[config.mk]
export PLATFORM = sky130hd
export DESIGN_NAME = cordic_rot_core
export DESIGN_NICKNAME = d
export VERILOG_FILES = /design/src/rtl/cordic_pkg.sv /design/src/rtl/cordic_stage.sv /design/src/rtl/cordic_rot_core.sv
export SDC_FILE = /design/constraint.sdc
export NUM_CORES = 1
export LEC_CHECK = 0
export CELL_PAD_IN_SITES_DETAIL_PLACEMENT = 0
export CELL_PAD_IN_SITES_GLOBAL_PLACEMENT = 2
export CORE_AREA = 2 2 211 213
export CTS_BUF_LIST = sky130_fd_sc_hd__clkbuf_8
export CTS_CLUSTER_DIAMETER = 30
export DETAILED_ROUTE_END_ITERATION = 10
export DIE_AREA = 0 0 213 215
export HOLD_SLACK_MARGIN = 0.15
export PLACE_DENSITY = 0.93
export SYNTH_ARGS = -nofsm -noshare
export SYNTH_HDL_FRONTEND = slang
export SYNTH_HIERARCHICAL = 1
export SYNTH_SLANG_ARGS = --single-unit
[constraint.sdc]
create_clock -name clock -period 18.29 [get_ports clock]
set_clock_uncertainty 0.05 [all_clocks]
set_input_delay 3.658 -clock clock [delete_from_list [all_inputs] [get_ports clock]]
set_output_delay 3.658 -clock clock [all_outputs]
set_load 0.01 [all_outputs]
[src/rtl/cordic_pkg.sv]
// rtl/cordic_pkg.sv - shared parameters, state encoding and fixed-point constants for the CORDIC rotator
package cordic_pkg;

  // Default datapath width and micro-rotation count
  localparam int W_DEF     = 32;
  localparam int NITER_DEF = 24;

  // Width of the external iteration counter / ROM address
  localparam int CNT_W = 6;

  // Controller states
  typedef enum logic [1:0] {
    IDLE = 2'd0,
    ROT  = 2'd1,
    DONE = 2'd2
  } state_t;

  // CORDIC gain 1/An in Q1.30, used by callers to pre-scale x/y
  localparam logic [31:0] K_Q130    = 32'h26DD3B6A;
  // pi/2 in Q2.29
  localparam logic [31:0] PI_2_Q229 = 32'h3243F6A8;

  // Counter value seen during the final micro-rotation
  function automatic logic [CNT_W-1:0] last_count(input int niter);
    return CNT_W'(niter - 1);
  endfunction

endpackage

[src/rtl/cordic_stage.sv]
// rtl/cordic_stage.sv - one combinational CORDIC micro-rotation
module cordic_stage
  import cordic_pkg::*;
#(
  parameter int W = W_DEF
) (
  input  logic [W-1:0]     x,
  input  logic [W-1:0]     y,
  input  logic [W-1:0]     z,
  input  logic [CNT_W-1:0] i,
  input  logic [W-1:0]     atan,
  input  logic             d_neg,
  output logic [W-1:0]     x_next,
  output logic [W-1:0]     y_next,
  output logic [W-1:0]     z_next
);

  logic [W-1:0] x_sh;
  logic [W-1:0] y_sh;

  // Arithmetic shifts by the iteration index; shifts past W leave only sign bits
  always_comb begin
    x_sh = $signed(x) >>> i;
    y_sh = $signed(y) >>> i;
  end

  // Rotate toward z = 0; d = -1 when z is negative, zero counts as non-negative
  always_comb begin
    x_next = x;
    y_next = y;
    z_next = z;
    if (d_neg) begin
      x_next = x + y_sh;
      y_next = y - x_sh;
      z_next = z + atan;
    end else begin
      x_next = x - y_sh;
      y_next = y + x_sh;
      z_next = z - atan;
    end
  end

endmodule

[src/rtl/cordic_rot_core.sv]
// rtl/cordic_rot_core.sv - iterative rotation-mode CORDIC controller and working registers
module cordic_rot_core
  import cordic_pkg::*;
#(
  parameter int W     = W_DEF,
  parameter int NITER = NITER_DEF
) (
  input  logic             clock,
  input  logic             reset,
  input  logic             en,
  input  logic [W-1:0]     x_in,
  input  logic [W-1:0]     y_in,
  input  logic [W-1:0]     z_in,
  input  logic [CNT_W-1:0] count,
  input  logic [W-1:0]     atan_val,
  output logic             start_iter,
  output logic [W-1:0]     x_out,
  output logic [W-1:0]     y_out,
  output logic [W-1:0]     z_out,
  output logic             busy,
  output logic             done
);

  localparam logic [CNT_W-1:0] LAST_CNT = last_count(NITER);

  state_t state;
  state_t state_nxt;

  logic         last_iter;
  logic [W-1:0] x_nxt;
  logic [W-1:0] y_nxt;
  logic [W-1:0] z_nxt;

  // Termination trusts the counter being in lock-step with ROT entry
  assign last_iter = (count == LAST_CNT);

  cordic_stage #(
    .W(W)
  ) u_stage (
    .x      (x_out),
    .y      (y_out),
    .z      (z_out),
    .i      (count),
    .atan   (atan_val),
    .d_neg  (z_out[W-1]),
    .x_next (x_nxt),
    .y_next (y_nxt),
    .z_next (z_nxt)
  );

  // State register
  always_ff @(posedge clock) begin
    if (reset) begin
      state <= IDLE;
    end else begin
      state <= state_nxt;
    end
  end

  // Next-state logic and Moore output decode from the state register only
  always_comb begin
    state_nxt  = state;
    start_iter = 1'b1;
    busy       = 1'b0;
    done       = 1'b0;
    case (state)
      IDLE: begin
        if (en) state_nxt = ROT;
      end
      ROT: begin
        start_iter = 1'b0;
        busy       = 1'b1;
        if (last_iter) state_nxt = DONE;
      end
      DONE: begin
        busy      = 1'b1;
        done      = 1'b1;
        state_nxt = IDLE;
      end
      default: begin
        state_nxt = IDLE;
      end
    endcase
  end

  // Working registers: load on accepted start, rotate in ROT, hold otherwise
  always_ff @(posedge clock) begin
    if (reset) begin
      x_out <= '0;
      y_out <= '0;
      z_out <= '0;
    end else if (state == IDLE && en) begin
      x_out <= x_in;
      y_out <= y_in;
      z_out <= z_in;
    end else if (state == ROT) begin
      x_out <= x_nxt;
      y_out <= y_nxt;
      z_out <= z_nxt;
    end
  end

endmodule

==> run_results.csv <==
group,metric,value,unit
final_layout,num_antenna_cells,0,
final_layout,n_fill_cell,4515,
yosys,ys_seq_area_share,12.3,%
sta,holdWs,0.463,ns
clock_tree,clk_latency,0.48,ns
detailed_routing,drt_iter0_markers,1324,
clock_tree,cts-root-buf,"clkbuf_8",
final_layout,multi_input_area,13000,sq um
clock_tree,cts_tree,"built",
critical_path,ff2ff_setup_slack,11.41,ns
final_layout,stdcell_area,18600,sq um
hold_path,hold_depth,2,
sta,finalSetupTns,0,ns
critical_path,cp_slowest_cell,"buf_4",
power,p_per_area,208,nW/um^2
final_layout,seq_area,1970,sq um
sta,max_slew_margin,21.3,%
floorplan,die_area,45800,sq um
sta,min_period,10.96,ns
critical_path,cpMostUsedCell,"a21oi_1",
global_route,busiest_layer,"met2",
critical_path,start_kind,"input pin",
yosys,synth-main-ff-cell,"dfxtp_1",
floorplan,ios,236,
final_layout,area_growth,16.9,%
yosys,syn-cell-area,15900,sq um
yosys,synth_cell_types,93,
floorplan,start_util,36.4,%
clock_tree,clockBufferDepth,2,
yosys,synth.largest_area_cell,"dfxtp_1",
critical_path,critical_path.max_stage_delay,0.87,ns
clock_tree,htree_levels,3,
floorplan,die_w,213,um
clock_tree,clk_pin_slew_worst_paths,0.12,ns
global_route,grt_use_met2,44.6,%
detailed_routing,post_drt_wl_per_cell,23.4,um
power,ir_drop,0.000118,V
clock_tree,ctsResizeCount,0,
yosys,yosys-top-cells-area,"dfxtp_1 (12%), mux2i_1 (11%), mux4_2 (9.8%), ha_1 (8.5%), nor2_1 (5.8%)",
floorplan,core,43600,sq um
sta,min_period_over_period,59.9,%
global_route,use_met1,34.8,%
yosys,ys_seq_elements,98,
critical_path,end_kind,"flip-flop",
job,drv_cap,0,
placement,io_buffers,235,
hold_path,hold_path_class,"flip-flop to flip-flop",
critical_path,crit_type,"input pin to flip-flop",
detailed_routing,postRouteWirelength,62.4,mm
critical_path,crit_buf_inv,2,
placement,hpwlAfterDp,47.5,mm
hold_path,hold_start,"state[1]",
floorplan,rows,77,
detailed_routing,drt-vias-per-instance,6.03,
yosys,synth_cells,1938,
critical_path,regToRegStartpoint,"x_out[30]",
power,leakagePower,0.00724,uW
floorplan,die_h,215,um
yosys,syn_nets,2186,
detailed_routing,drt.antenna.violating_nets,0,
global_route,grt_pass1_vias,15800,
clock_tree,clock-sinks,98,
critical_path,required,18.62,ns
yosys,yosys_warnings,6,
clock_tree,ctsHoldBuffers,0,
yosys,netlist.area_leader.share,12.3,%
yosys,async_flop_share,0,%
critical_path,path_delay_family,"compound AO/OA/AOI/OAI gates",
global_route,overflow,0,
yosys,synth_common_cells,"nor2_1 (244), mux2i_1 (168), a21oi_1 (139)",
critical_path,r2r-end,"y_out[30]",
placement,gp_congestion,0.965,
sta,worst_pin_slew,1.17,ns
global_route,grt_max_degree,73,
sta,rsz0062_at_grt,"no",
placement,dpl_cell_area,18400,sq um
detailed_routing,vias,16100,
global_route,grt_first_pass_wirelength,94.4,mm
yosys,syn_avg_cell_area,8.20,sq um
detailed_routing,dr.pass1.iters,5,
clock_tree,postCtsSetupBuffers,0,
yosys,synth_edf_count,0,
critical_path,reg2reg_depth,22,
global_route,grtUsageMet3,3.84,%
hold_path,hold_end,"state[1]",
sta,fmax,0.0912,GHz
critical_path,critPathMaxFanout,71,
clock_tree,cts-buffers-inserted,9,
outcome,status,"complete, no violations",
yosys,synthMostInstantiatedCell,"nor2_1",
critical_path,critical_path_arrival,11.29,ns
global_route,grt_usage,26.9,%
detailed_routing,drc,0,
global_route,antenna_found_initial,0,
sta,setup_violations,0,
sta,slew_viol_final,0,
sta,final_hold_viol_count,0,
final_layout,drive_gt1_share,8.42,%
final_layout,final_net_count,2323,
## worst register-to-register path, stage by stage (launching register included)
cell and delay, ns:
dfxtp_1 0.52, mux4_2 0.56, mux2i_1 0.43, o311ai_0 0.26, nor3_1 0.58, nand3_1 0.24
nor3_2 0.43, and2_1 0.22, nor3_1 0.05, or4b_1 0.52, nand2_1 0.14, ha_1 0.33
a21o_1 0.21, a21o_1 0.17, a21oi_1 0.14, o21ai_0 0.13, o41ai_1 0.70, o211ai_1 0.24
a21o_1 0.20, a21oi_1 0.17, xnor2_1 0.15, mux2i_1 0.10, a211oi_1 0.24
## through the flow
stage               worst slack [ns]  cells  utilization, %  power [uW]
floorplan                       9.41   1938               -        2780
global placement                7.01   2656            42.2        3660
detailed placement              6.97   2656            42.2        3670
CTS                             7.45   2670            42.5        3850
global route                    6.82   2670            42.5        4200
finish                          7.33   2670            42.5        3870
## final cells by class
cell class	count	area share (%)
multi-input cells	1661	70.1
repair buffers	258	13.5
flip-flops and latches	98	10.6
well taps	592	3.99
inverters	47	0.950
clock buffers	10	0.741
clock inverters	4	0.162
## sequential cells by signal, indices dropped and copies added (netlist names)
signal  flops
state       2
x_out      32
y_out      32
z_out      32
## power breakdown
group	internal, uW	total (uW)	switching (uW)
Sequential	308	549	241
Combinational	1430	3170	1740
Clock	51.8	149	97.6
Total	1790	3870	2080
## worst max path at each step
| stage | startpoint | endpoint | slack [ns] | cells after the start |
|---|---|---|---|---|
| floorplan | count[1] | y_out[30] | 9.41 | 25 |
| global placement | count[4] | y_out[30] | 7.01 | 23 |
| detailed placement | count[4] | y_out[30] | 6.97 | 23 |
| CTS | count[4] | y_out[30] | 7.45 | 23 |
| global route | count[1] | y_out[30] | 6.82 | 26 |
| finish | count[1] | y_out[30] | 7.33 | 25 |
## routing by layer
metal / up-vias / wire length [um]
li1: 7601 / -
met1: 7796 / 27000
met2: 587 / 29500
met3: 106 / 3620
met4: 0 / 2280
met5: - / 0
## cell usage in the layout, fill, tap and decap left out, drive strengths merged, types with 22 or more instances in the layout
cell type	n
mux4	72
a21oi	139
a31oi	30
inv	45
dfxtp	98
mux2	29
ha	108
xor2	71
a21o	43
nand2	85
buf	28
nor2	245
nand3	32
clkdlybuf4s50	230
nor3	39
mux2i	168
and2	29
xnor2	98
o21ai	68
and3	22
a211oi	107
## cell families (layout without fill, tap and decap cells)
group	after synthesis	in the layout	share of synthesized area [%]
AO/OA/AOI/OAI	558	558	23.9
AND/OR/NAND/NOR	554	554	16.6
multiplexers	269	269	23.0
buffers and inverters	179	319	6.01
XOR/XNOR	169	169	9.31
adder cells (fa/ha/maj)	111	111	8.88
flip-flops	98	98	12.3
No activity file was read; power rests on OpenSTA's default activity.
